--- config.mk ---
export PLATFORM = sky130hd
export DESIGN_NAME = trap_sequencer_flat
export DESIGN_NICKNAME = d
export VERILOG_FILES = /design/src/rtl/trap_sequencer_if.sv /design/src/rtl/trap_sequencer.sv /design/src/flat_wrapper.sv
export SDC_FILE = /design/constraint.sdc
export NUM_CORES = 1
export LEC_CHECK = 0
export BUFFER_PORTS_ARGS = -buffer_cell sky130_fd_sc_hd__buf_2
export CAP_MARGIN = 5
export CELL_PAD_IN_SITES_DETAIL_PLACEMENT = 0
export CELL_PAD_IN_SITES_GLOBAL_PLACEMENT = 1
export CORE_MARGIN = 2
export CORE_UTILIZATION = 27
export CTS_CLUSTER_DIAMETER = 60
export DETAILED_ROUTE_END_ITERATION = 10
export GPL_TIMING_DRIVEN = 0
export PLACE_DENSITY = 0.79
export SLEW_MARGIN = 20
export SYNTH_ARGS = -nofsm -noshare
export SYNTH_HDL_FRONTEND = slang
export SYNTH_SLANG_ARGS = --single-unit
--- constraint.sdc ---
create_clock -name clk -period 1.92 [get_ports clk]
set_input_delay 0.096 -clock clk [delete_from_list [all_inputs] [get_ports clk]]
set_output_delay 0.096 -clock clk [all_outputs]
set_load 0.02 [all_outputs]
--- src/rtl/trap_sequencer_if.sv ---
`default_nettype none
// ============================================================================
//  Module      : trap_sequencer_if
//  Description : Bundle of every pipeline / CSR-file / next-PC signal that
//                the machine-mode trap sequencer exchanges. clk and reset_n
//                stay outside as plain ports.
//  Modports    : master - environment side (drives requests, CSR values,
//                         pipeline status and redirect_ready)
//                slave  - the sequencer itself
//  Revision    : 1.0  initial release
// ============================================================================
interface trap_sequencer_if;
    // Requests and status into the sequencer
    logic        exc_valid;
    logic [5:0]  exc_code;
    logic [31:0] exc_pc;
    logic [31:0] irq_pc;
    logic        timer_irq;
    logic        external_irq;
    logic        mstatus_mie;
    logic        mie_mtie;
    logic        mie_meie;
    logic        mret_req;
    logic [31:0] mtvec;
    logic [31:0] mepc;
    logic        pipe_busy;
    logic        redirect_ready;

    // Controls out of the sequencer
    logic        stall_fetch;
    logic        flush;
    logic        trap_take;
    logic        trap_ret;
    logic [5:0]  trap_cause;
    logic        trap_is_irq;
    logic [31:0] trap_epc;
    logic        redirect_valid;
    logic [31:0] redirect_pc;
    logic        drain_timeout;
    logic        busy;

    modport master (
        output exc_valid, exc_code, exc_pc, irq_pc, timer_irq, external_irq,
               mstatus_mie, mie_mtie, mie_meie, mret_req, mtvec, mepc,
               pipe_busy, redirect_ready,
        input  stall_fetch, flush, trap_take, trap_ret, trap_cause,
               trap_is_irq, trap_epc, redirect_valid, redirect_pc,
               drain_timeout, busy
    );

    modport slave (
        input  exc_valid, exc_code, exc_pc, irq_pc, timer_irq, external_irq,
               mstatus_mie, mie_mtie, mie_meie, mret_req, mtvec, mepc,
               pipe_busy, redirect_ready,
        output stall_fetch, flush, trap_take, trap_ret, trap_cause,
               trap_is_irq, trap_epc, redirect_valid, redirect_pc,
               drain_timeout, busy
    );
endinterface
`default_nettype wire

--- src/rtl/trap_sequencer.sv ---
`default_nettype none
// ============================================================================
//  Module      : trap_sequencer
//  Description : Machine-mode trap / mret sequencer between the pipeline and
//                the CSR file. Arbitrates exception > external irq > timer
//                irq > mret, stalls fetch, drains the pipeline, strobes the
//                CSR file for one cycle and then redirects the next-PC logic.
//                One trap or return in flight at a time.
//  Ports       : clk      - core clock
//                reset_n  - asynchronous active-low reset
//                bus      - trap_sequencer_if.slave (requests, CSR values,
//                           pipeline status, strobes, latched cause/epc,
//                           redirect handshake, busy/timeout status)
//  Parameters  : DRAIN_TIMEOUT - max cycles in DRAIN before forcing TAKE
//                VECTORED_EN   - allow vectored irq dispatch when mtvec[0]=1
//  Revision    : 1.0  initial release
// ============================================================================
module trap_sequencer #(
    parameter int DRAIN_TIMEOUT = 16,
    parameter bit VECTORED_EN   = 1'b1
) (
    input  wire logic         clk,
    input  wire logic         reset_n,
    trap_sequencer_if.slave   bus
);

    localparam int CNT_W = (DRAIN_TIMEOUT > 1) ? $clog2(DRAIN_TIMEOUT) : 1;
    localparam logic [CNT_W-1:0] C_CNT_LAST = CNT_W'(DRAIN_TIMEOUT - 1);
    localparam logic [CNT_W-1:0] C_CNT_ONE  = CNT_W'(1);
    localparam logic [5:0]       C_CAUSE_MEI = 6'd11;
    localparam logic [5:0]       C_CAUSE_MTI = 6'd7;

    typedef enum logic [2:0] {
        S_IDLE     = 3'd0,
        S_DRAIN    = 3'd1,
        S_TAKE     = 3'd2,
        S_REDIRECT = 3'd3,
        S_RET      = 3'd4
    } state_t;

    state_t             state_q,  state_d;
    logic [CNT_W-1:0]   cnt_q,    cnt_d;
    logic [5:0]         cause_q,  cause_d;
    logic               is_irq_q, is_irq_d;
    logic [31:0]        epc_q,    epc_d;
    // Marks the first RET cycle so trap_ret/flush fire only once even while
    // the redirect is back-pressured.
    logic               ret_first_q, ret_first_d;

    logic               w_ext_take;
    logic               w_tmr_take;
    logic               w_drain_last;
    logic [31:0]        w_tvec_base;
    logic [31:0]        w_vec_offset;
    logic               w_vectored;

    // Interrupt enables only matter here, so they are effectively sampled in
    // IDLE; an irq held high after the CSR file clears MIE cannot re-trigger.
    assign w_ext_take   = bus.mstatus_mie & bus.mie_meie & bus.external_irq;
    assign w_tmr_take   = bus.mstatus_mie & bus.mie_mtie & bus.timer_irq;
    assign w_drain_last = (cnt_q == C_CNT_LAST);

    // Exceptions always land on the base; only interrupts may be vectored.
    assign w_tvec_base  = {bus.mtvec[31:2], 2'b00};
    assign w_vec_offset = {24'd0, cause_q, 2'b00};
    assign w_vectored   = VECTORED_EN & bus.mtvec[0] & is_irq_q;

    always_ff @(posedge clk or negedge reset_n) begin
        if (!reset_n) begin
            state_q     <= S_IDLE;
            cnt_q       <= '0;
            cause_q     <= '0;
            is_irq_q    <= 1'b0;
            epc_q       <= '0;
            ret_first_q <= 1'b0;
        end else begin
            state_q     <= state_d;
            cnt_q       <= cnt_d;
            cause_q     <= cause_d;
            is_irq_q    <= is_irq_d;
            epc_q       <= epc_d;
            ret_first_q <= ret_first_d;
        end
    end

    always_comb begin
        state_d     = state_q;
        cnt_d       = cnt_q;
        cause_d     = cause_q;
        is_irq_d    = is_irq_q;
        epc_d       = epc_q;
        ret_first_d = 1'b0;

        case (state_q)
            S_IDLE: begin
                cnt_d = '0;
                // An exception alongside mret wins; the mret is flushed.
                if (bus.exc_valid) begin
                    cause_d  = bus.exc_code;
                    epc_d    = bus.exc_pc;
                    is_irq_d = 1'b0;
                    state_d  = S_DRAIN;
                end else if (w_ext_take) begin
                    cause_d  = C_CAUSE_MEI;
                    epc_d    = bus.irq_pc;
                    is_irq_d = 1'b1;
                    state_d  = S_DRAIN;
                end else if (w_tmr_take) begin
                    cause_d  = C_CAUSE_MTI;
                    epc_d    = bus.irq_pc;
                    is_irq_d = 1'b1;
                    state_d  = S_DRAIN;
                end else if (bus.mret_req) begin
                    ret_first_d = 1'b1;
                    state_d     = S_RET;
                end
            end
            S_DRAIN: begin
                if (!bus.pipe_busy || w_drain_last) begin
                    state_d = S_TAKE;
                end else begin
                    cnt_d = cnt_q + C_CNT_ONE;
                end
            end
            S_TAKE: begin
                state_d = S_REDIRECT;
            end
            S_REDIRECT: begin
                if (bus.redirect_ready) begin
                    state_d = S_IDLE;
                end
            end
            S_RET: begin
                if (bus.redirect_ready) begin
                    state_d = S_IDLE;
                end
            end
            default: begin
                state_d = S_IDLE;
            end
        endcase
    end

    // Outputs decode from the registered state, so an asynchronous reset
    // clears them immediately.
    always_comb begin
        bus.stall_fetch    = 1'b0;
        bus.flush          = 1'b0;
        bus.trap_take      = 1'b0;
        bus.trap_ret       = 1'b0;
        bus.redirect_valid = 1'b0;
        bus.redirect_pc    = '0;
        bus.drain_timeout  = 1'b0;
        bus.busy           = 1'b0;

        case (state_q)
            S_DRAIN: begin
                bus.stall_fetch   = 1'b1;
                bus.busy          = 1'b1;
                // Pulse only when the timeout, not an idle pipe, ends DRAIN.
                bus.drain_timeout = w_drain_last & bus.pipe_busy;
            end
            S_TAKE: begin
                bus.stall_fetch = 1'b1;
                bus.busy        = 1'b1;
                bus.trap_take   = 1'b1;
                bus.flush       = 1'b1;
            end
            S_REDIRECT: begin
                bus.stall_fetch    = 1'b1;
                bus.busy           = 1'b1;
                bus.redirect_valid = 1'b1;
                bus.redirect_pc    = w_vectored ? (w_tvec_base + w_vec_offset)
                                                : w_tvec_base;
            end
            S_RET: begin
                bus.stall_fetch    = 1'b1;
                bus.busy           = 1'b1;
                bus.trap_ret       = ret_first_q;
                bus.flush          = ret_first_q;
                bus.redirect_valid = 1'b1;
                bus.redirect_pc    = {bus.mepc[31:2], 2'b00};
            end
            default: begin
            end
        endcase
    end

    assign bus.trap_cause  = cause_q;
    assign bus.trap_is_irq = is_irq_q;
    assign bus.trap_epc    = epc_q;

    // Low address bits are architecturally ignored for both targets.
    logic w_unused_bits;
    assign w_unused_bits = bus.mtvec[1] ^ bus.mepc[1] ^ bus.mepc[0];

endmodule
`default_nettype wire
--- src/flat_wrapper.sv ---
// flat-port wrapper written by rule: the top's interface ports become plain ports
module trap_sequencer_flat 
#(
    parameter int DRAIN_TIMEOUT = 16,
    parameter bit VECTORED_EN   = 1'b1
)
  (clk, reset_n, bus_exc_valid, bus_exc_code, bus_exc_pc, bus_irq_pc, bus_timer_irq, bus_external_irq, bus_mstatus_mie, bus_mie_mtie, bus_mie_meie, bus_mret_req, bus_mtvec, bus_mepc, bus_pipe_busy, bus_redirect_ready, bus_stall_fetch, bus_flush, bus_trap_take, bus_trap_ret, bus_trap_cause, bus_trap_is_irq, bus_trap_epc, bus_redirect_valid, bus_redirect_pc, bus_drain_timeout, bus_busy);
  trap_sequencer_if bus_i ();
  input  wire logic clk;
  input  wire logic reset_n;
  input wire logic [$bits(bus_i.exc_valid)-1:0] bus_exc_valid;
  input wire logic [$bits(bus_i.exc_code)-1:0] bus_exc_code;
  input wire logic [$bits(bus_i.exc_pc)-1:0] bus_exc_pc;
  input wire logic [$bits(bus_i.irq_pc)-1:0] bus_irq_pc;
  input wire logic [$bits(bus_i.timer_irq)-1:0] bus_timer_irq;
  input wire logic [$bits(bus_i.external_irq)-1:0] bus_external_irq;
  input wire logic [$bits(bus_i.mstatus_mie)-1:0] bus_mstatus_mie;
  input wire logic [$bits(bus_i.mie_mtie)-1:0] bus_mie_mtie;
  input wire logic [$bits(bus_i.mie_meie)-1:0] bus_mie_meie;
  input wire logic [$bits(bus_i.mret_req)-1:0] bus_mret_req;
  input wire logic [$bits(bus_i.mtvec)-1:0] bus_mtvec;
  input wire logic [$bits(bus_i.mepc)-1:0] bus_mepc;
  input wire logic [$bits(bus_i.pipe_busy)-1:0] bus_pipe_busy;
  input wire logic [$bits(bus_i.redirect_ready)-1:0] bus_redirect_ready;
  output wire logic [$bits(bus_i.stall_fetch)-1:0] bus_stall_fetch;
  output wire logic [$bits(bus_i.flush)-1:0] bus_flush;
  output wire logic [$bits(bus_i.trap_take)-1:0] bus_trap_take;
  output wire logic [$bits(bus_i.trap_ret)-1:0] bus_trap_ret;
  output wire logic [$bits(bus_i.trap_cause)-1:0] bus_trap_cause;
  output wire logic [$bits(bus_i.trap_is_irq)-1:0] bus_trap_is_irq;
  output wire logic [$bits(bus_i.trap_epc)-1:0] bus_trap_epc;
  output wire logic [$bits(bus_i.redirect_valid)-1:0] bus_redirect_valid;
  output wire logic [$bits(bus_i.redirect_pc)-1:0] bus_redirect_pc;
  output wire logic [$bits(bus_i.drain_timeout)-1:0] bus_drain_timeout;
  output wire logic [$bits(bus_i.busy)-1:0] bus_busy;
  assign bus_i.exc_valid = bus_exc_valid;
  assign bus_i.exc_code = bus_exc_code;
  assign bus_i.exc_pc = bus_exc_pc;
  assign bus_i.irq_pc = bus_irq_pc;
  assign bus_i.timer_irq = bus_timer_irq;
  assign bus_i.external_irq = bus_external_irq;
  assign bus_i.mstatus_mie = bus_mstatus_mie;
  assign bus_i.mie_mtie = bus_mie_mtie;
  assign bus_i.mie_meie = bus_mie_meie;
  assign bus_i.mret_req = bus_mret_req;
  assign bus_i.mtvec = bus_mtvec;
  assign bus_i.mepc = bus_mepc;
  assign bus_i.pipe_busy = bus_pipe_busy;
  assign bus_i.redirect_ready = bus_redirect_ready;
  assign bus_stall_fetch = bus_i.stall_fetch;
  assign bus_flush = bus_i.flush;
  assign bus_trap_take = bus_i.trap_take;
  assign bus_trap_ret = bus_i.trap_ret;
  assign bus_trap_cause = bus_i.trap_cause;
  assign bus_trap_is_irq = bus_i.trap_is_irq;
  assign bus_trap_epc = bus_i.trap_epc;
  assign bus_redirect_valid = bus_i.redirect_valid;
  assign bus_redirect_pc = bus_i.redirect_pc;
  assign bus_drain_timeout = bus_i.drain_timeout;
  assign bus_busy = bus_i.busy;
  trap_sequencer #(.DRAIN_TIMEOUT(DRAIN_TIMEOUT), .VECTORED_EN(VECTORED_EN)) u_core (.clk(clk), .reset_n(reset_n), .bus(bus_i));
endmodule
==> impl_summary.md <==
Setup path
The cell count of the worst reg-to-reg path is 7. Broken down by cell family, the worst path's largest delay share belongs to compound AO/OA/AOI/OAI gates. Data on the critical path is required at its endpoint by 1820 ps.

The worst-path cell with the longest stage delay is sky130_fd_sc_hd__dfrtp_2. The critical path contains buffers and inverters numbering 2 combined. The peak per-stage delay on the critical path is 420 ps. The worst setup path is launched from a flop. The signal on the critical path passes through ha_4, fa_2, a21o_4, a221oi_4, buf_6, nor4_2, xnor2_1, o21ai_2, buf_6.

The end of the worst register-to-register path is u_core.cnt_q[1]. STA puts the critical path data arrival time at 2550 ps. The critical path is of the reg -> out type. The startpoint of the worst-slack reg-to-reg timing path is u_core.state_q[2]. Along the worst path, the maximum fanout reaches 5. In this design, the critical path's most frequently occurring cell is sky130_fd_sc_hd__buf_6. For flop-to-flop paths, the worst setup slack is 170 ps.

The type of destination of the critical path is an output pin.

Run
The max capacitance violation total is 0.

Finish
The final layout net count is 817. The area overhead of the layout relative to synthesis is 68.8%. The finished cells cover 0.00583 sq mm. The repair_antennas step left the layout with diodes totalling 0. In the final layout, the share of cells above drive strength 1 is 53.7%. The sequential cell area is 0.00118 sq mm. The leading cell type in the layout, fill and taps excluded is sky130_fd_sc_hd__buf_2.

The area occupied by multi-input gates is 0.00253 sq mm. The post-layout instance count excluding filler cells is 837. In the layout the commonest cells are sky130_fd_sc_hd__buf_2, sky130_fd_sc_hd__nor2_1, sky130_fd_sc_hd__a21oi_1, sky130_fd_sc_hd__dfrtp_1, sky130_fd_sc_hd__buf_6. The layout filler cell count is 1215.

Yosys
Ranked by total cell area, the synthesized netlist is headed by sky130_fd_sc_hd__dfrtp_1, sky130_fd_sc_hd__mux2i_1, sky130_fd_sc_hd__a21oi_1. Yosys printed 0 warnings. The synthesized design contains 0 enable-type register cells. The average cell area after synthesis is 8.34 sq um.

The proportion of register bits with asynchronous set or reset after synthesis is 100%. Among all flip-flop cells after synthesis, the most frequent one is sky130_fd_sc_hd__dfrtp_1. After synthesis, the netlist uses 56 different library cells. The post-synthesis sequential element count is 47. The cell type with the highest aggregate area in the netlist is sky130_fd_sc_hd__dfrtp_1. The gate count after technology mapping is 414.

The share of synthesized area in the top cell type comes to 34.1%. The cell area that synthesis handed to floorplanning was 0.00345 sq mm. After synthesis, flip-flops and latches occupy 34.1% of the total area.

STA
Setup repair after global routing could not meet its margin everywhere. The post-route minimum period is 2650 ps. In the post-route analysis, the smallest setup slack over all paths is -729 ps. Measured against its own limit, the worst slew margin works out to 51.0%. The slew of the pin with the lowest slew margin is 736 ps.

The number of setup violations in the final report is 28. The final critical-path share of the clock period is 138%. For this run, the top clock speed supported by timing is 377 MHz. The count of final hold-check violations is 0. The number of pins with negative max-slew slack in the final report is 0. The worst setup skew after layout is 5.09 ps. The worst hold margin is 47.4 ps.

Floorplan
During I/O placement, the number of pins put on the boundary was 223. The width of the chip is 117 um. The floorplan step defined a die boundary enclosing 0.0137 sq mm. The vertical die dimension is 117 um. The initial standard-cell utilization of the core is 27.5%. The core outline area is 0.0126 sq mm. The number of placement rows is 41.

Clocking
TritonCTS created 5 clock buffers. The cell sitting at the root of the clock tree is a sky130_fd_sc_hd__clkbuf_16. The clock tree from TritonCTS is built. In this run the deepest clock path goes through 2 buffers. The clock drives 47 sinks. The clock tree synthesis step divided the H-tree into 2 levels. The clock transition at the registers of the reported paths is 60 ps. The later pin in the worst-skew pair is clocked with a latency of 280 ps.

Place
The instance area after placement is 0.00494 sq mm. The final estimated routing congestion in global placement is 0.886. The count of buffers from port buffering is 216. The cell total after placement is 803. The detailed placer's ending HPWL is 10.4 mm.

Global route
The initial antenna violation count is 1. The pin count of the biggest net entering global routing is 48. The via count of the first global-routing pass came to 4032. The first global-routing pass estimated 19.7 mm of wire. The leftover overflow at the end of global routing is 0. In the global route stage, overall resource usage came out at 18.6%.

Worst hold path
The path with the worst hold slack has its endpoint at u_core.bus.trap_cause[0]. The instance count along the most critical hold path is 3. The worst hold path begins at bus_exc_code[0].

The path category of the worst min-delay check is in -> reg.

Routing
The total wire length after detailed routing is 13.4 mm. The via count of the routed design is 4064. After detailed routing, the number of remaining DRC violations is 0. In this run the remaining antenna-violating nets after routing total 0. Dividing the detail-routed via count by the number of cells gives 4.86. The post-detailed-route wirelength per cell is 16.0 um. The pre-antenna-repair detailed-routing pass consisted of 4 iterations. The number of DRC markers after the initial detailed-route iteration is 221.

Power and ir drop
For this design the ratio of total power to cell area is 1360 mW/mm^2. The post-layout total power is 0.00792 W. VDD sags by at most 0.664 mV. For this design the static power due to leakage is 2.71 nW.

Run status
The run finished, with violations left. The checks that failed: setup timing.
-- power breakdown --
| part | internal [W] | total (W) | switching, W |
|---|---|---|---|
| Combinational | 0.00226 | 0.00517 | 0.00291 |
| Clock | 0.000616 | 0.000973 | 0.000357 |
| Sequential | 0.00145 | 0.00178 | 0.000325 |
| Total | 0.00433 | 0.00792 | 0.00360 |
-- through the flow --
stage	setup WS [ps]	TNS, ps	utilization, %
floorplan	-245	-2680	-
global placement	-451	-8020	39.3
detailed placement	-469	-8420	39.3
CTS	-699	-13820	44.0
global route	-796	-16310	46.4
finish	-729	-14130	46.4
-- worst max-delay path by stage --
stage                                         from                  end  depth (start not counted)
after floorplan           u_core.bus.trap_cause[0]  bus_redirect_pc[20]                          8
after global placement    u_core.bus.trap_cause[0]  bus_redirect_pc[26]                          9
after detailed placement  u_core.bus.trap_cause[2]  bus_redirect_pc[31]                          7
after CTS                 u_core.bus.trap_cause[0]  bus_redirect_pc[18]                          9
after global routing      u_core.bus.trap_cause[0]  bus_redirect_pc[18]                          9
final                     u_core.bus.trap_cause[0]  bus_redirect_pc[24]                          9
-- cell usage after synthesis (4+ instances only) --
| master | count |
|---|---|
| sky130_fd_sc_hd__a21o_1 | 4 |
| sky130_fd_sc_hd__a21oi_1 | 45 |
| sky130_fd_sc_hd__a31oi_1 | 4 |
| sky130_fd_sc_hd__a32oi_1 | 4 |
| sky130_fd_sc_hd__and2_1 | 4 |
| sky130_fd_sc_hd__and3_1 | 4 |
| sky130_fd_sc_hd__and4_1 | 5 |
| sky130_fd_sc_hd__buf_2 | 13 |
| sky130_fd_sc_hd__buf_4 | 4 |
| sky130_fd_sc_hd__clkbuf_1 | 11 |
| sky130_fd_sc_hd__dfrtp_1 | 47 |
| sky130_fd_sc_hd__ha_1 | 7 |
| sky130_fd_sc_hd__inv_1 | 8 |
| sky130_fd_sc_hd__mux2i_1 | 34 |
| sky130_fd_sc_hd__nand2_1 | 38 |
| sky130_fd_sc_hd__nand3_1 | 17 |
| sky130_fd_sc_hd__nand4_1 | 7 |
| sky130_fd_sc_hd__nor2_1 | 48 |
| sky130_fd_sc_hd__nor3_1 | 7 |
| sky130_fd_sc_hd__o211ai_1 | 4 |
| sky130_fd_sc_hd__o21ai_0 | 32 |
| sky130_fd_sc_hd__xnor2_1 | 16 |
| sky130_fd_sc_hd__xor2_1 | 9 |
-- state kept, by name, summed over array words and instances, names as in the netlist --
| signal | flops |
|---|---|
| u_core.bus.trap_cause | 6 |
| u_core.bus.trap_epc | 32 |
| u_core.bus.trap_is_irq | 1 |
| u_core.cnt_q | 4 |
| u_core.ret_first_q | 1 |
| u_core.state_q | 3 |
-- routing by layer --
metal / vias to the layer above / global-route usage, % / routed length (um) / part of all wire [%]
li1: 1974 / - / - / -
met1: 1842 / 21.1 / 5270 / 39
met2: 218 / 34.5 / 6600 / 49
met3: 28 / 3.40 / 1130 / 8.5
met4: 2 / 6.98 / 367 / 2.7
met5: - / 0 / 16 / 0.12
-- worst min-delay path: stages --
cell and delay (ps):
sky130_fd_sc_hd__buf_2 90, sky130_fd_sc_hd__inv_1 40, sky130_fd_sc_hd__a31oi_1 70
-- cell type report --
| type | count | area share (%) |
|---|---|---|
| inverters | 9 | 0.580 |
| flip-flops and latches | 47 | 20.3 |
| multi-input cells | 329 | 43.5 |
| well taps | 172 | 3.69 |
| clock inverters | 1 | 0.515 |
| repair buffers | 245 | 25.8 |
| plain buffers | 27 | 3.33 |
| clock buffers | 7 | 2.28 |
-- repair_timing --
action,in CTS,in global routing
pin swaps,18,29
gates cloned,1,0
gates resized for setup,86,48
endpoints found under the setup margin,43,67
hold buffers,0,1
setup buffers,18,10
hold endpoints to repair,0,47
-- logic make-up (layout without fill, tap and decap cells) --
logic type,count (synthesis),count (layout),share of synthesized area (%)
buf+inv,39,289,5.36
simple gates,156,156,23.7
xor+xnor,25,25,6.34
flops,47,47,34.1
other cells,1,2,0.109
fa+ha+maj,8,8,3.12
compound gates,103,103,17.1
mux,35,35,10.2
Power figures use the tool's default switching activity.
